===== src/rtl/llr_input_buffer.sv =====
// llr_input_buffer: serial channel-LLR loader for the min-sum decoder.
// Saturates each incoming LLR to the decoder width and packs N_V of them
// into one codeword vector. Two banks let the next codeword load while
// the decoder still holds the current one.
module llr_input_buffer #(
  parameter int unsigned WIDTH    = 8,
  parameter int unsigned IN_WIDTH = 10,
  parameter int unsigned N_V      = 44
) (
  input  logic                   clk,
  input  logic                   rst,
  input  logic                   in_valid,
  output logic                   in_ready,
  input  logic [IN_WIDTH-1:0]    in_llr,
  input  logic                   in_last,
  output logic [WIDTH*N_V-1:0]   all_llrs,
  output logic                   data_ready,
  input  logic                   llr_ack,
  output logic                   frame_err
);

  localparam int unsigned CNT_W   = (N_V > 1) ? $clog2(N_V) : 1;
  localparam int unsigned SAT_MAX = (1 << (WIDTH - 1)) - 1;
  localparam logic signed [IN_WIDTH-1:0] P_SAT_POS = IN_WIDTH'(SAT_MAX);
  localparam logic signed [IN_WIDTH-1:0] P_SAT_NEG = -P_SAT_POS;
  localparam logic [CNT_W-1:0]           P_LAST_SLOT = CNT_W'(N_V - 1);

  logic [WIDTH-1:0]            r_bank [2][N_V];
  logic [1:0]                  r_full;
  logic                        r_wr_bank;
  logic                        r_rd_bank;
  logic [CNT_W-1:0]            r_cnt;
  logic                        r_frame_err;

  logic signed [IN_WIDTH-1:0]  w_in_s;
  logic [WIDTH-1:0]            w_sat;
  logic                        w_accept;
  logic                        w_last_slot;
  logic                        w_short;
  logic                        w_complete;
  logic                        w_release;

  // A full write bank means both banks are occupied, so stall the stream.
  assign in_ready    = !rst && !r_full[r_wr_bank];
  assign w_accept    = in_valid && in_ready;
  assign w_last_slot = (r_cnt == P_LAST_SLOT);
  // in_last before the final slot aborts the partial codeword.
  assign w_short     = w_accept && in_last && !w_last_slot;
  assign w_complete  = w_accept && w_last_slot;
  assign w_release   = llr_ack && r_full[r_rd_bank];

  assign data_ready  = r_full[r_rd_bank];
  assign frame_err   = r_frame_err;

  // Symmetric clamp: the most negative code is never produced.
  always_comb begin
    w_in_s = $signed(in_llr);
    if (w_in_s > P_SAT_POS) begin
      w_sat = P_SAT_POS[WIDTH-1:0];
    end else if (w_in_s < P_SAT_NEG) begin
      w_sat = P_SAT_NEG[WIDTH-1:0];
    end else begin
      w_sat = w_in_s[WIDTH-1:0];
    end
  end

  // Bank pointers, slot counter, full flags and framing-error pulse.
  always_ff @(posedge clk) begin
    if (rst) begin
      r_full      <= '0;
      r_wr_bank   <= 1'b0;
      r_rd_bank   <= 1'b0;
      r_cnt       <= '0;
      r_frame_err <= 1'b0;
    end else begin
      r_frame_err <= w_short || (w_complete && !in_last);

      if (w_short || w_complete) begin
        r_cnt <= '0;
      end else if (w_accept) begin
        r_cnt <= r_cnt + CNT_W'(1);
      end

      if (w_complete) begin
        r_wr_bank <= !r_wr_bank;
      end
      if (w_release) begin
        r_rd_bank <= !r_rd_bank;
      end

      // Fill and release always target different banks when both fire.
      for (int b = 0; b < 2; b++) begin
        if (w_complete && (r_wr_bank == 1'(b))) begin
          r_full[b] <= 1'b1;
        end else if (w_release && (r_rd_bank == 1'(b))) begin
          r_full[b] <= 1'b0;
        end
      end
    end
  end

  // LLR storage; an aborting word is dropped rather than written.
  always_ff @(posedge clk) begin
    if (rst) begin
      for (int b = 0; b < 2; b++) begin
        for (int k = 0; k < int'(N_V); k++) begin
          r_bank[b][k] <= '0;
        end
      end
    end else if (w_accept && !w_short) begin
      r_bank[r_wr_bank][r_cnt] <= w_sat;
    end
  end

  // Present the read bank; pure mux from registers.
  for (genvar k = 0; k < int'(N_V); k++) begin : g_out
    assign all_llrs[WIDTH*k +: WIDTH] = r_bank[r_rd_bank][k];
  end

endmodule


===== config.mk =====
export PLATFORM = sky130hd
export DESIGN_NAME = llr_input_buffer
export DESIGN_NICKNAME = d
export VERILOG_FILES = /design/src/rtl/llr_input_buffer.sv
export SDC_FILE = /design/constraint.sdc
export NUM_CORES = 1
export LEC_CHECK = 0
export CAP_MARGIN = 20
export CORE_UTILIZATION = 56
export DETAILED_ROUTE_END_ITERATION = 8
export HOLD_SLACK_MARGIN = 0.06
export PLACE_DENSITY = 0.8
export SYNTH_ARGS = -nofsm -noshare
export SYNTH_HDL_FRONTEND = slang
export SYNTH_SLANG_ARGS = --single-unit

===== constraint.sdc =====
create_clock -name clk -period 4.37 [get_ports clk]
set_clock_uncertainty 0.1 [all_clocks]
set_input_delay 0.874 -clock clk [delete_from_list [all_inputs] [get_ports clk]]
set_output_delay 0.874 -clock clk [all_outputs]
set_load 0.02 [all_outputs]

==> impl_metrics.toml, run 1 <==
[run_status]
status = "finished clean"

[setup_path]
r2r-end = "r_bank[0][179]"
r2r_slack_ns = 1.17
critPathKind = "flip-flop to output port"
startpoint_type = "flip-flop"
r2r_cells = 4
cp-end-kind = "output port"
cp_max_fo = 79
cp.arrival_ns = 2.69
rr_startpoint = "r_cnt[1]"
required_ns = 3.40

[global_route]
grt_pass1_vias = 18800
grt.total_usage_pct = 32.7
antenna_found_initial = 2
grt_max_degree = 93
grt_pass1_wl_mm = 126
overflow = 0

[sta]
final-setup-viol-count = 0
timing.final.crit_share_pct = 83.9
max_freq_mhz = 273
timing.slew.headroom_pct = 26.4
worst_pin_slew_ns = 1.10
grt_setup_unrepaired = "no"
fin_crit_ns = 3.67
hold_violations = 0
layout_setup_ws_ns = 0.703
fin_tns_setup_ns = 0
slew_viol_final = 0

[hold_path]
hold_depth = 2
hold_start = "rst"
hold_path.class = "input pin to flip-flop"
min_to = "r_wr_bank"

[die]
start_util_pct = 57.2
die_area_sq_um = 53900
die_x_um = 232
num_rows = 83
io_pins = 370
die-height_um = 232
core-area_sq_um = 51800

[place]
place_ws_ns = 0.681
dp_hpwl_mm = 57.3
place_congestion = 0.998
port_buffers = 369

[yosys]
yosysTopAreaCell = "edfxtp_1"
syn_area_per_cell_sq_um = 15.8
ys_ff_latch = 716
synthDistinctLibCells = 61
synthFlopType = "edfxtp_1"
synth_edf_count = 704
synth_common_cells = "edfxtp_1 (704), mux2_2 (353), nor3_1 (195)"
yosysMostFrequentCell = "edfxtp_1"
netlist_instances = 1875
synthesis.nets = 1893
netlist_area_sq_um = 29600
ys_seq_area_share_pct = 72.1
netlist.area_leader.share_pct = 71.3
yosysWarnings = 0
synthArstFlopShare_pct = 0
synthTopCellsByArea = "edfxtp_1 (71%), mux2_2 (13%), nor3_1 (3.3%), nor2_1 (2.1%), clkbuf_1 (1.4%)"

[clocking]
cts_tree = "yes"
clkLatencyLatePin_ns = 0.61
cts_post_setup_buffers_inserted = 0
clock_sinks = 716
clk_pin_slew_worst_paths_ns = 0.07
cts_resized = 0
htreeDepth = 3
cts_hold_buf = 0
cts_buffers = 70
cts_buffer_depth = 3
cts-root-buf = "clkbuf_16"

[route]
routed-via-count = 19000
wl_mm = 88.1
first_iter_violations = 2387
firstDrtPassIters = 5
ant_nets = 0
avgRoutedWirePerCell_um = 29.5
viasPerCell = 6.37
drc_errors = 0

[layout]
drive_gt1_share_pct = 26.2
area_growth_pct = 23.8
multi_input_area_sq_um = 7700
nNetsFinal = 2272
fillCellCount = 3218
seq_area_sq_um = 21400

[power]
p_leak_nw = 12.8
cellPowerDensity_nw_per_um2 = 404
peakVddDrop_v = 0.000253

[run]
drv_cap = 0
==> how the worst max path moves through the flow <==
stage	slack [ns]	end	cells past startpoint	start
after floorplan	0.76	r_bank[1][101]	8	rst
after global placement	0.73	r_bank[1][328]	4	in_last
after detailed placement	0.68	r_bank[0][243]	6	in_last
after CTS	0.70	all_llrs[209]	3	flip-flop
after global routing	0.64	all_llrs[209]	3	flip-flop
final	0.70	all_llrs[344]	3	flip-flop
==> logic make-up after synthesis <==
logic type | share of synthesized area [%]
muxes | 13.5
AOI/OAI and AO/OA | 3.21
and+or+nand+nor | 8.68
buffers and inverters | 2.24
adders and majority gates | 0.127
xor gates and xnor gates | 0.118
DFF | 72.1
==> report_power, final <==
| group | switching, mW | internal, mW | leakage, nW | total (mW) |
|---|---|---|---|---|
| combinational | 0.660 | 0.367 | 4.24 | 1.03 |
| clock | 2.52 | 3.41 | 1.09 | 5.94 |
| sequential | 0.0782 | 7.80 | 7.44 | 7.88 |
==> critical path: stages, from the launching register on <==
cell and delay (ns):
dfxtp_4 0.61, buf_12 0.39, mux2_2 0.44, clkdlybuf4s50_1 0.55
==> cell usage in the layout, fill, tap and decap left out, types with 10 or more instances in the layout <==
master and instances:
nand2b_1 13, edfxtp_1 704, o21bai_1 46, nor4_1 33, clkdlybuf4s50_1 368, mux2_2 353, nor3_1 194, nor2_1 153
dfxtp_1 10, buf_4 89, a21o_1 34, clkinv_2 18, clkbuf_1 15, nand3_1 19, clkbuf_16 73, nand2_1 22
==> registers in the layout, indices dropped and copies added (netlist names), named ones only <==
signal     cells
frame_err      1
r_bank       704
r_cnt          6
r_full         2
r_rd_bank      1
r_wr_bank      1
==> layer usage <==
layer / share of wire [%] / track usage (%) / vias to the layer above / routed length, um
li1: - / - / 7936 / -
met2: 48 / 52.2 / 1359 / 42400
met5: 0 / 0 / - / 0
met4: 3.7 / 13.1 / 0 / 3300
met3: 10 / 6.32 / 203 / 9090
met1: 38 / 44.5 / 9543 / 33300
==> final cells by class <==
| cell class | count | share of cell area (%) |
|---|---|---|
| clock inverter | 36 | 0.917 |
| timing repair buffer | 465 | 12.3 |
| sequential | 716 | 58.3 |
| inverter | 5 | 0.0511 |
| tap | 680 | 2.32 |
| multi-input combinational | 996 | 21.0 |
| clock buffer | 88 | 5.13 |
| antenna | 3 | 0.0205 |
==> through the flow <==
| stage | area [sq um] | std cells | hold WS (ns) | power (mW) | util (%) |
|---|---|---|---|---|---|
| final | 36700 | 2989 | 0.380 | 14.8 | 70.8 |
| after global placement | 34500 | 2862 | 0.416 | 9.00 | 66.5 |
| after global routing | 36700 | 2987 | 0.399 | 15.2 | 70.8 |
| after detailed placement | 34500 | 2862 | 0.424 | 9.03 | 66.5 |
| after floorplan | 29600 | 1875 | 0.380 | 8.49 | - |
| after CTS | 36700 | 2986 | 0.365 | 14.8 | 70.8 |
No activity file was read; power rests on OpenSTA's default activity.
==> run 2: changes to the inputs <==
--- a/config.mk
+++ b/config.mk
@@ -6,10 +6,10 @@
 export NUM_CORES = 1
 export LEC_CHECK = 0
 export CAP_MARGIN = 20
-export CORE_UTILIZATION = 56
+export CORE_UTILIZATION = 50
 export DETAILED_ROUTE_END_ITERATION = 8
 export HOLD_SLACK_MARGIN = 0.06
-export PLACE_DENSITY = 0.8
+export PLACE_DENSITY = 0.76
 export SYNTH_ARGS = -nofsm -noshare
 export SYNTH_HDL_FRONTEND = slang
 export SYNTH_SLANG_ARGS = --single-unit
==> constraint.sdc (replaced) <==
create_clock -name clk -period 3.1 [get_ports clk]
set_clock_uncertainty 0.1 [all_clocks]
set_input_delay 0.62 -clock clk [delete_from_list [all_inputs] [get_ports clk]]
set_output_delay 0.62 -clock clk [all_outputs]
set_load 0.02 [all_outputs]
==> run 2 against run 1 <==
  * Wire length is 2.9% higher
  * Die area is 12% higher
  * Power is 40% higher
  * Non-clock buffer count is 110 higher
  * Via count is 1.1% higher
  * Critical path depth is 1 higher
  * Sequential power is 41% higher
  * Critical endpoint is now all_llrs[269]
  * Largest cell class unchanged
  * Highest routed layer is now met5
==> impl_metrics.toml, run 2 (same netlist as run 1, synthesis figures left out) <==
[sta]
worst_pin_slew_ns = 0.764
grt_setup_unrepaired = "no"
timing.slew.headroom_pct = 49.0
slew_viol_final = 0
final-setup-viol-count = 0
hold_violations = 0
max_freq_mhz = 327
fin_crit_ns = 3.06
timing.final.crit_share_pct = 98.6

[setup_path]
cp_max_fo = 42
r2r_cells = 5
r2r-end = "r_bank[0][82]"
cp-end-kind = "output port"
startpoint_type = "flip-flop"
r2r_slack_ns = 0.21
cp.arrival_ns = 2.34
rr_startpoint = "r_cnt[0]"
required_ns = 2.38
critPathKind = "flip-flop to output port"

[global_route]
grt_pass1_wl_mm = 129
antenna_found_initial = 2
grt_max_degree = 77
grt.total_usage_pct = 29.9
overflow = 0
grt_pass1_vias = 19200

[clocking]
clkLatencyLatePin_ns = 0.62
cts-root-buf = "clkbuf_16"
htreeDepth = 3
cts_buffers = 71
cts_buffer_depth = 3
clock_sinks = 716
clk_pin_slew_worst_paths_ns = 0.06
cts_tree = "yes"

[route]
viasPerCell = 6.05
first_iter_violations = 2261
routed-via-count = 19300
drc_errors = 0
avgRoutedWirePerCell_um = 28.5
ant_nets = 0
firstDrtPassIters = 5
wl_mm = 90.6

[place]
dp_hpwl_mm = 60.3
port_buffers = 369
place_congestion = 0.992
post-place-cells = 3052
placed_cell_area_sq_um = 35800

[layout]
stdcell_area_sq_um = 37800
area_growth_pct = 27.4
fillCellCount = 4129
final_common_cell = "edfxtp_1"
final_util_pct = 65.0
reg_top3 = "r_bank (704), r_cnt (6), r_full (2)"
drive_gt1_share_pct = 29.2
final_cells = 3184
regMostFlops = "r_bank"
most-common-layout-cells = "edfxtp_1 (704), mux2_2 (353), dlygate4sd2_1 (310)"
nNetsFinal = 2383
largest_reg_flops = 704

[die]
die_x_um = 245
num_rows = 88
die_area_sq_um = 60300
start_util_pct = 51.0
die-height_um = 245
io_pins = 370
core-area_sq_um = 58100

[power]
cellPowerDensity_nw_per_um2 = 548
p_leak_nw = 14.2
power_mw = 20.7
peakVddDrop_v = 0.000416

[hold_path]
hold_path.class = "input pin to flip-flop"
hold_start = "rst"
hold_depth = 2
min_to = "r_cnt[0]"

[run_status]
status = "finished clean"

[run]
drv_cap = 0
-- run 2: changes by cell type in the layout (fill, tap and decap cells not counted), sizes merged --
cell,previous run,this run
buf,97,204
bufbuf,0,2
bufinv,6,2
clkbuf,88,96
clkdlybuf4s15,0,4
clkdlybuf4s50,368,53
clkinv,27,20
clkinvlp,3,5
diode,3,2
dlygate4sd2,0,310
dlymetal6s2s,0,1
inv,5,8
-- run 2: power breakdown --
group	total, mW	internal [mW]	switching (mW)
clock	8.17	4.59	3.57
combinational	1.45	0.498	0.948
sequential	11.1	11.0	0.108
-- run 2: timing repair --
action / in CTS / in global routing
gates resized for setup: 327 / 6
setup buffers: 1 / 0
gates cloned: 3 / 1
setup endpoints to repair: 251 / 8
hold buffers: 0 / 0
-- run 2: layer usage --
layer | wire length, um | vias to the layer above | global-route usage (%)
li1 | - | 8169 | -
met1 | 34300 | 9604 | 39.5
met2 | 43500 | 1272 | 47.9
met3 | 9110 | 203 | 6.00
met4 | 3690 | 2 | 13.2
met5 | 7 | - | 0
-- run 2: area by class of cell --
cell class                      count  area (sq um)  share of cell area [%]
Inverter                            5          18.8                  0.0497
Tap cell                          765           957                    2.53
Antenna cell                        2          5.00                  0.0133
Clock inverter                     30           206                   0.547
Clock buffer                       95          1950                    5.17
Multi-Input combinational cell    996          7710                    20.4
Sequential cell                   716         21400                    56.6
Timing Repair Buffer              575          5540                    14.7
-- run 2: worst max path at each step --
stage / depth (start not counted) / slack [ns] / start / end
detailed placement: 7 / 0.12 / in_valid / r_bank[1][240]
global route: 4 / 0.006 / flip-flop / all_llrs[257]
global placement: 6 / 0.15 / in_valid / r_bank[1][221]
finish: 4 / 0.04 / flip-flop / all_llrs[269]
floorplan: 7 / 0.04 / rst / r_bank[1][103]
CTS: 4 / -0.08 / flip-flop / all_llrs[345]
-- run 2: worst max-delay path, cell delays in order, from the launching register on --
cell and delay [ns]:
dfxtp_4 0.47, buf_16 0.23, buf_16 0.25, mux2_2 0.40, dlygate4sd2_1 0.33
-- run 2: stage by stage --
step,TNS [ns],worst slack [ns],hold slack (ns)
finish,0,0.0435,0.277
global route,0,0.00603,0.295
CTS,-0.514,-0.0791,0.229
detailed placement,0,0.117,0.437
global placement,0,0.147,0.405
floorplan,0,0.0396,0.380
